[src/rtl/k005297_bus_arbiter.sv]
// k005297_bus_arbiter
// Schedules K005297 bubble-DMA word transfers onto the shared 68000 bus.
// Runs the BR_n / BG_n / BGACK_n handshake, grants one word per ROT8
// revolution in slot TXSLOT, caps each tenure at BURST_LEN words and keeps
// the bus with the CPU for HOLDOFF_REVS revolutions after every release.
// Optional build macro: K005297_ARB_TIMEOUT_EN adds a grant-wait timeout
// (TIMEOUT_TICKS) that abandons the request and raises a sticky o_TIMEOUT.
// Without the macro the request waits forever and o_TIMEOUT is tied low.
module k005297_bus_arbiter #(
    parameter int TXSLOT        = 3,
    parameter int BURST_LEN     = 8,
    parameter int HOLDOFF_REVS  = 1,
    parameter int TIMEOUT_TICKS = 64
) (
    input  logic       i_MCLK,
    input  logic       i_MRST_n,
    input  logic       i_CLK4M_PCEN_n,
    input  logic       i_SYS_RUN_FLAG,
    input  logic [7:0] i_ROT8,
    input  logic       i_DMA_RQ,
    input  logic       i_DMA_LAST,
    output logic       o_DMA_ACK,
    output logic       o_BR_n,
    input  logic       i_BG_n,
    input  logic       i_BGACK_n,
    output logic       o_BGACK_n,
    output logic       o_BUS_OWN,
    output logic       o_TIMEOUT
);

    typedef enum logic [2:0] {
        ST_IDLE,
        ST_REQ,
        ST_TAKE,
        ST_OWN,
        ST_RELEASE,
        ST_HOLDOFF
    } state_t;

    localparam logic [7:0] BURST_LIMIT = 8'(BURST_LEN);
    localparam logic [3:0] HOLD_INIT   = 4'(HOLDOFF_REVS);

    state_t     state;
    logic [7:0] burst_cnt;
    logic [7:0] burst_nxt;
    logic [3:0] hold_cnt;
    logic       tick;
    logic       slot_tick;

    // A slot only counts while the rotator is a clean one-hot; a halted
    // (all-zero) or corrupted supervisor must never produce a transfer.
    assign tick      = ~i_CLK4M_PCEN_n;
    assign slot_tick = i_ROT8[TXSLOT] & $onehot(i_ROT8);
    assign burst_nxt = burst_cnt + 8'd1;

`ifdef K005297_ARB_TIMEOUT_EN
    localparam int           TW      = $clog2(TIMEOUT_TICKS + 1);
    localparam logic [TW-1:0] TO_LAST = TW'(TIMEOUT_TICKS - 1);
    logic [TW-1:0] to_cnt;
`else
    // Tied low: the comparison is constant 0 for any legal TIMEOUT_TICKS.
    assign o_TIMEOUT = (TIMEOUT_TICKS < 0);
`endif

    // Bus-tenure FSM; state, counters and every output advance on 4 MHz ticks
    always_ff @(posedge i_MCLK or negedge i_MRST_n) begin
        if (!i_MRST_n) begin
            state     <= ST_IDLE;
            o_BR_n    <= 1'b1;
            o_BGACK_n <= 1'b1;
            o_DMA_ACK <= 1'b0;
            o_BUS_OWN <= 1'b0;
            burst_cnt <= 8'd0;
            hold_cnt  <= 4'd0;
`ifdef K005297_ARB_TIMEOUT_EN
            o_TIMEOUT <= 1'b0;
            to_cnt    <= '0;
`endif
        end else if (tick) begin
            // ACK is a single-tick strobe; only an OWN slot tick raises it
            o_DMA_ACK <= 1'b0;
            case (state)
                ST_IDLE: begin
                    if (i_SYS_RUN_FLAG && i_DMA_RQ) begin
                        state  <= ST_REQ;
                        o_BR_n <= 1'b0;
`ifdef K005297_ARB_TIMEOUT_EN
                        to_cnt <= '0;
`endif
                    end
                end

                ST_REQ: begin
                    if (!i_SYS_RUN_FLAG) begin
                        state  <= ST_IDLE;
                        o_BR_n <= 1'b1;
                    end else if (!i_BG_n && i_BGACK_n) begin
                        // Granted and the previous master has let go
                        state <= ST_TAKE;
                    end
`ifdef K005297_ARB_TIMEOUT_EN
                    else if (to_cnt == TO_LAST) begin
                        o_BR_n    <= 1'b1;
                        o_TIMEOUT <= 1'b1;
                        hold_cnt  <= HOLD_INIT;
                        state     <= ST_HOLDOFF;
                    end else begin
                        to_cnt <= to_cnt + 1'b1;
                    end
`endif
                end

                ST_TAKE: begin
                    o_BGACK_n <= 1'b0;
                    o_BUS_OWN <= 1'b1;
                    o_BR_n    <= 1'b1;
                    burst_cnt <= 8'd0;
`ifdef K005297_ARB_TIMEOUT_EN
                    o_TIMEOUT <= 1'b0;
`endif
                    state     <= i_SYS_RUN_FLAG ? ST_OWN : ST_RELEASE;
                end

                ST_OWN: begin
                    if (!i_SYS_RUN_FLAG) begin
                        state <= ST_RELEASE;
                    end else if (slot_tick) begin
                        if (i_DMA_RQ) begin
                            o_DMA_ACK <= 1'b1;
                            burst_cnt <= burst_nxt;
                        end
                        // LAST and a full burst on the same slot collapse
                        // into one release
                        if (!i_DMA_RQ || i_DMA_LAST || (burst_nxt == BURST_LIMIT)) begin
                            state <= ST_RELEASE;
                        end
                    end
                end

                ST_RELEASE: begin
                    o_BGACK_n <= 1'b1;
                    o_BUS_OWN <= 1'b0;
                    hold_cnt  <= HOLD_INIT;
                    state     <= (HOLD_INIT == 4'd0) ? ST_IDLE : ST_HOLDOFF;
                end

                ST_HOLDOFF: begin
                    // Revolutions are counted on ROT8[0], independent of RUN
                    if (hold_cnt == 4'd0) begin
                        state <= ST_IDLE;
                    end else if (i_ROT8[0]) begin
                        hold_cnt <= hold_cnt - 4'd1;
                        if (hold_cnt == 4'd1) begin
                            state <= ST_IDLE;
                        end
                    end
                end

                default: begin
                    state <= ST_IDLE;
                end
            endcase
        end
    end

endmodule

[config.mk]
export PLATFORM = sky130hd
export DESIGN_NAME = k005297_bus_arbiter
export DESIGN_NICKNAME = d
export VERILOG_FILES = /design/src/rtl/k005297_bus_arbiter.sv
export SDC_FILE = /design/constraint.sdc
export NUM_CORES = 1
export LEC_CHECK = 0
export CORE_ASPECT_RATIO = 1.5
export CORE_UTILIZATION = 53
export DETAILED_ROUTE_END_ITERATION = 7
export PLACE_DENSITY = 0.79
export SLEW_MARGIN = 10
export SYNTH_ARGS = -nofsm -noshare
export SYNTH_HDL_FRONTEND = slang
export SYNTH_SLANG_ARGS = --single-unit
[constraint.sdc]
create_clock -name i_MCLK -period 1.85 [get_ports i_MCLK]
set_input_delay 0.37 -clock i_MCLK [delete_from_list [all_inputs] [get_ports i_MCLK]]
set_output_delay 0.37 -clock i_MCLK [all_outputs]
set_load 0.02 [all_outputs]
==> results of run 1 <==
## layout make-up
class,instances,area share [%]
multi-input combinational,109,45.2
sequential,19,26.4
clock buffer,3,1.25
timing repair buffer,40,19.7
tap,24,1.66
clock inverter,1,0.277
inverter,23,5.47
## through the flow
stage	TNS [ps]	cell area, sq um
after floorplan	-18570	1380
after global placement	-26340	1710
after detailed placement	-27330	1710
after CTS	-19780	1770
after global routing	-18750	1810
final	-17020	1810
## placed cells by master, fill, tap and decap left out, types with 3 or more instances in the layout
| cell type | n |
|---|---|
| mux2i_1 | 5 |
| fa_1 | 4 |
| o21ai_1 | 3 |
| ha_1 | 5 |
| nor2b_1 | 3 |
| nor3_1 | 3 |
| clkbuf_4 | 3 |
| nor2_1 | 14 |
| nand3b_1 | 3 |
| inv_1 | 18 |
| a21o_1 | 3 |
| o211ai_1 | 3 |
| clkdlybuf4s50_1 | 14 |
| nand2_1 | 16 |
| nand3_1 | 7 |
| o21ai_0 | 6 |
| inv_2 | 4 |
| buf_4 | 20 |
| dfrtp_1 | 17 |
## per-layer routing
metal / global-route usage [%] / up-vias / part of all wire [%]
met5: 0 / - / 0
met4: 11.7 / 0 / 3.1
met3: 2.29 / 9 / 2.6
met2: 49.4 / 34 / 57
met1: 28.4 / 632 / 37
li1: - / 610 / -
## synth_stat cells, types with 2 or more instances
| master | n |
|---|---|
| mux2i_1 | 5 |
| nor3_1 | 3 |
| nor2b_1 | 3 |
| nor2_1 | 15 |
| o211ai_1 | 3 |
| ha_1 | 6 |
| a32o_1 | 2 |
| a21o_1 | 3 |
| nand2b_1 | 2 |
| xor2_1 | 2 |
| a21oi_1 | 2 |
| xnor2_1 | 2 |
| nand4_1 | 2 |
| inv_1 | 23 |
| a311o_1 | 2 |
| nand2_1 | 16 |
| nand3b_1 | 3 |
| nand3_1 | 8 |
| dfstp_2 | 2 |
| fa_1 | 4 |
| dfrtp_1 | 17 |
| o21ai_0 | 8 |
## state kept, by name, indices dropped and copies added (netlist names)
name	count
o_DMA_ACK	1
burst_cnt	8
o_BUS_OWN	1
o_BR_n	1
o_BGACK_n	1
state	3
hold_cnt	4
## worst max-delay path, cell delays in order
cell and delay, ps:
buf_12 90, inv_12 30, fa_1 550, fa_1 430, fa_1 450, inv_2 80, ha_4 130, inv_2 40
fa_1 380, nor2b_1 150, a31oi_2 230, nor4_4 70, buf_4 130, nand2b_4 140, a32o_1 250
## timing repair
action | in CTS | in global routing
gates resized for setup | 16 | 10
pin swaps | 8 | 10
gates cloned | 0 | 0
setup endpoints to repair | 12 | 15
buffers inserted | 4 | 1
## worst max path at each step
stage | start | end | depth (start not counted)
after floorplan | i_ROT8[0] | burst_cnt[1]$_DFFE_PN0P_ | 12
after global placement | i_ROT8[0] | burst_cnt[2]$_DFFE_PN0P_ | 15
after detailed placement | i_ROT8[0] | burst_cnt[2]$_DFFE_PN0P_ | 15
after CTS | i_ROT8[0] | burst_cnt[4]$_DFFE_PN0P_ | 15
after global routing | i_ROT8[0] | state[0]$_DFFE_PN0P_ | 15
final | i_ROT8[0] | burst_cnt[2]$_DFFE_PN0P_ | 15
## power by group through the flow
stage	Clock (mW)	Combinational, mW	Sequential (mW)
final	0.224	0.884	0.642
after global routing	0.238	0.989	0.653
after CTS	0.225	0.858	0.636
after detailed placement	0	0.848	0.643
after global placement	0	0.810	0.638
after floorplan	0	0.514	0.671
## logic make-up after synthesis
logic type / after synthesis / synth area share, %
and+or+nand+nor: 60 / 23.3
adders and majority gates: 10 / 11.5
DFF: 19 / 35.5
buffers and inverters: 26 / 7.63
other: 1 / 0.279
muxes: 5 / 3.72
AOI/OAI and AO/OA: 29 / 15.3
xor gates and xnor gates: 4 / 2.61
==> run metrics, run 1 <==
sequential area share after synthesis=35.5%; initial antenna violation count=0; H-tree levels=1; Die X=43.1 um; post-synthesis cell count=154; part of the cycle the worst path needs=179%; Core Util, Final=74.6%; syn_area_per_cell=8.73 sq um; Total Nets Final=222; status=finished, violations left; cell internal pwr=1.03 mW; Synth-to-Final Area Change=34.4%; IO Port Bufs=19; sequential share of power=36.7%; Max Fclk=0.302 GHz; Reg2Reg Launch Point=burst_cnt[0]$_DFFE_PN0P_; Hold Path Class=input port to asynchronous set/reset pin; RR Endpoint=state[2]$_DFFE_PN0P_; Reg clk slew, reported paths=110 ps; total track usage=26.4%; post-route ant nets=0; Routability Congestion=0.840; pwr dens=968 nW/um^2; post-synth cell types=43; flip-flop and latch count after synthesis=19; hold_buf cts=0; Post-Route WL=3330 um; ratio of cells with drive above 1 in the final layout=23.1%; sw frac=41.1%; cell taking the most area after synthesis=dfrtp_1; CP required=2070 ps; Fin. Hold Viols=0; CTS tree=done; ranking of synthesized cells by area=dfrtp_1 32%, inv_1 6.4%, fa_1 6.0%, ha_1 5.6%, nand2_1 4.5%; EDFF count, synth=0; FF-to-FF path depth=6; Final setup viols=12; CTS buffer count=3; post-DR vias/cell=5.87; DRT Pass-1 Iters=6; cell area after synthesis=1350 sq um; total power=1.75 mW; FF/Latch Area=478 sq um; CTS Sinks=19; Pleak=0.846 nW; WHS=374 ps; Placed Cells=211; core box area=2420 sq um; Detailed Place HPWL=2510 um; CTS root buf=clkbuf_4; top cell type's share of synthesized area=31.6%; average wire per standard cell=15.2 um; clock skew=3.17 ps; DRC viols=1; # rows=22; WS Path Type=input port to flip-flop; violated checks=design-rule violations, negative setup slack; setup slack, reg-to-reg=20 ps; 1st-iter DRT viols=46; fin. max-slew vios=0; ys async rst share=100%; P_sw=0.719 mW; Worst Setup Start Kind=input port; Congestion Overflow GR=0; largest net degree at the start of global routing=20; global-route wire length before repair=5500 um; footprint of the multi-input gates=817 sq um; worst-path maximum fanout=3; Mapped Nets=180; Yosys Warn Count=0; Main synth FF type=dfrtp_1; VDD IR max=0.691 mV; pre-CTS setup slack=-2350 ps; die area=2750 sq um; diodes inserted=0; Worst setup EP type=flip-flop; minimum clock period=3310 ps; final setup margin=-1460 ps; vias in the first global route=1276; max cap viols=0; CP arrival=3520 ps; Initial Util=55.5%; Gate power share=50.5%; Layout Cells excl Fill=219; RSZ-0062 raised after global routing=yes; Clock Power Share=12.8%; fillers=169; IO Pins=21; vias=1285; Clock Latency Late Sink=320 ps; die height=63.7 um; clk buf depth=2
Power figures use the tool's default switching activity.
==> run 2, diff against run 1 <==
--- a/config.mk
+++ b/config.mk
@@ -7,6 +7,7 @@
 export LEC_CHECK = 0
 export CORE_ASPECT_RATIO = 1.5
 export CORE_UTILIZATION = 53
+export CTS_CLUSTER_DIAMETER = 80
 export DETAILED_ROUTE_END_ITERATION = 7
 export PLACE_DENSITY = 0.79
 export SLEW_MARGIN = 10
==> results of run 2 <==
The final DEF is identical to that of run 1; final timing and power are the same.
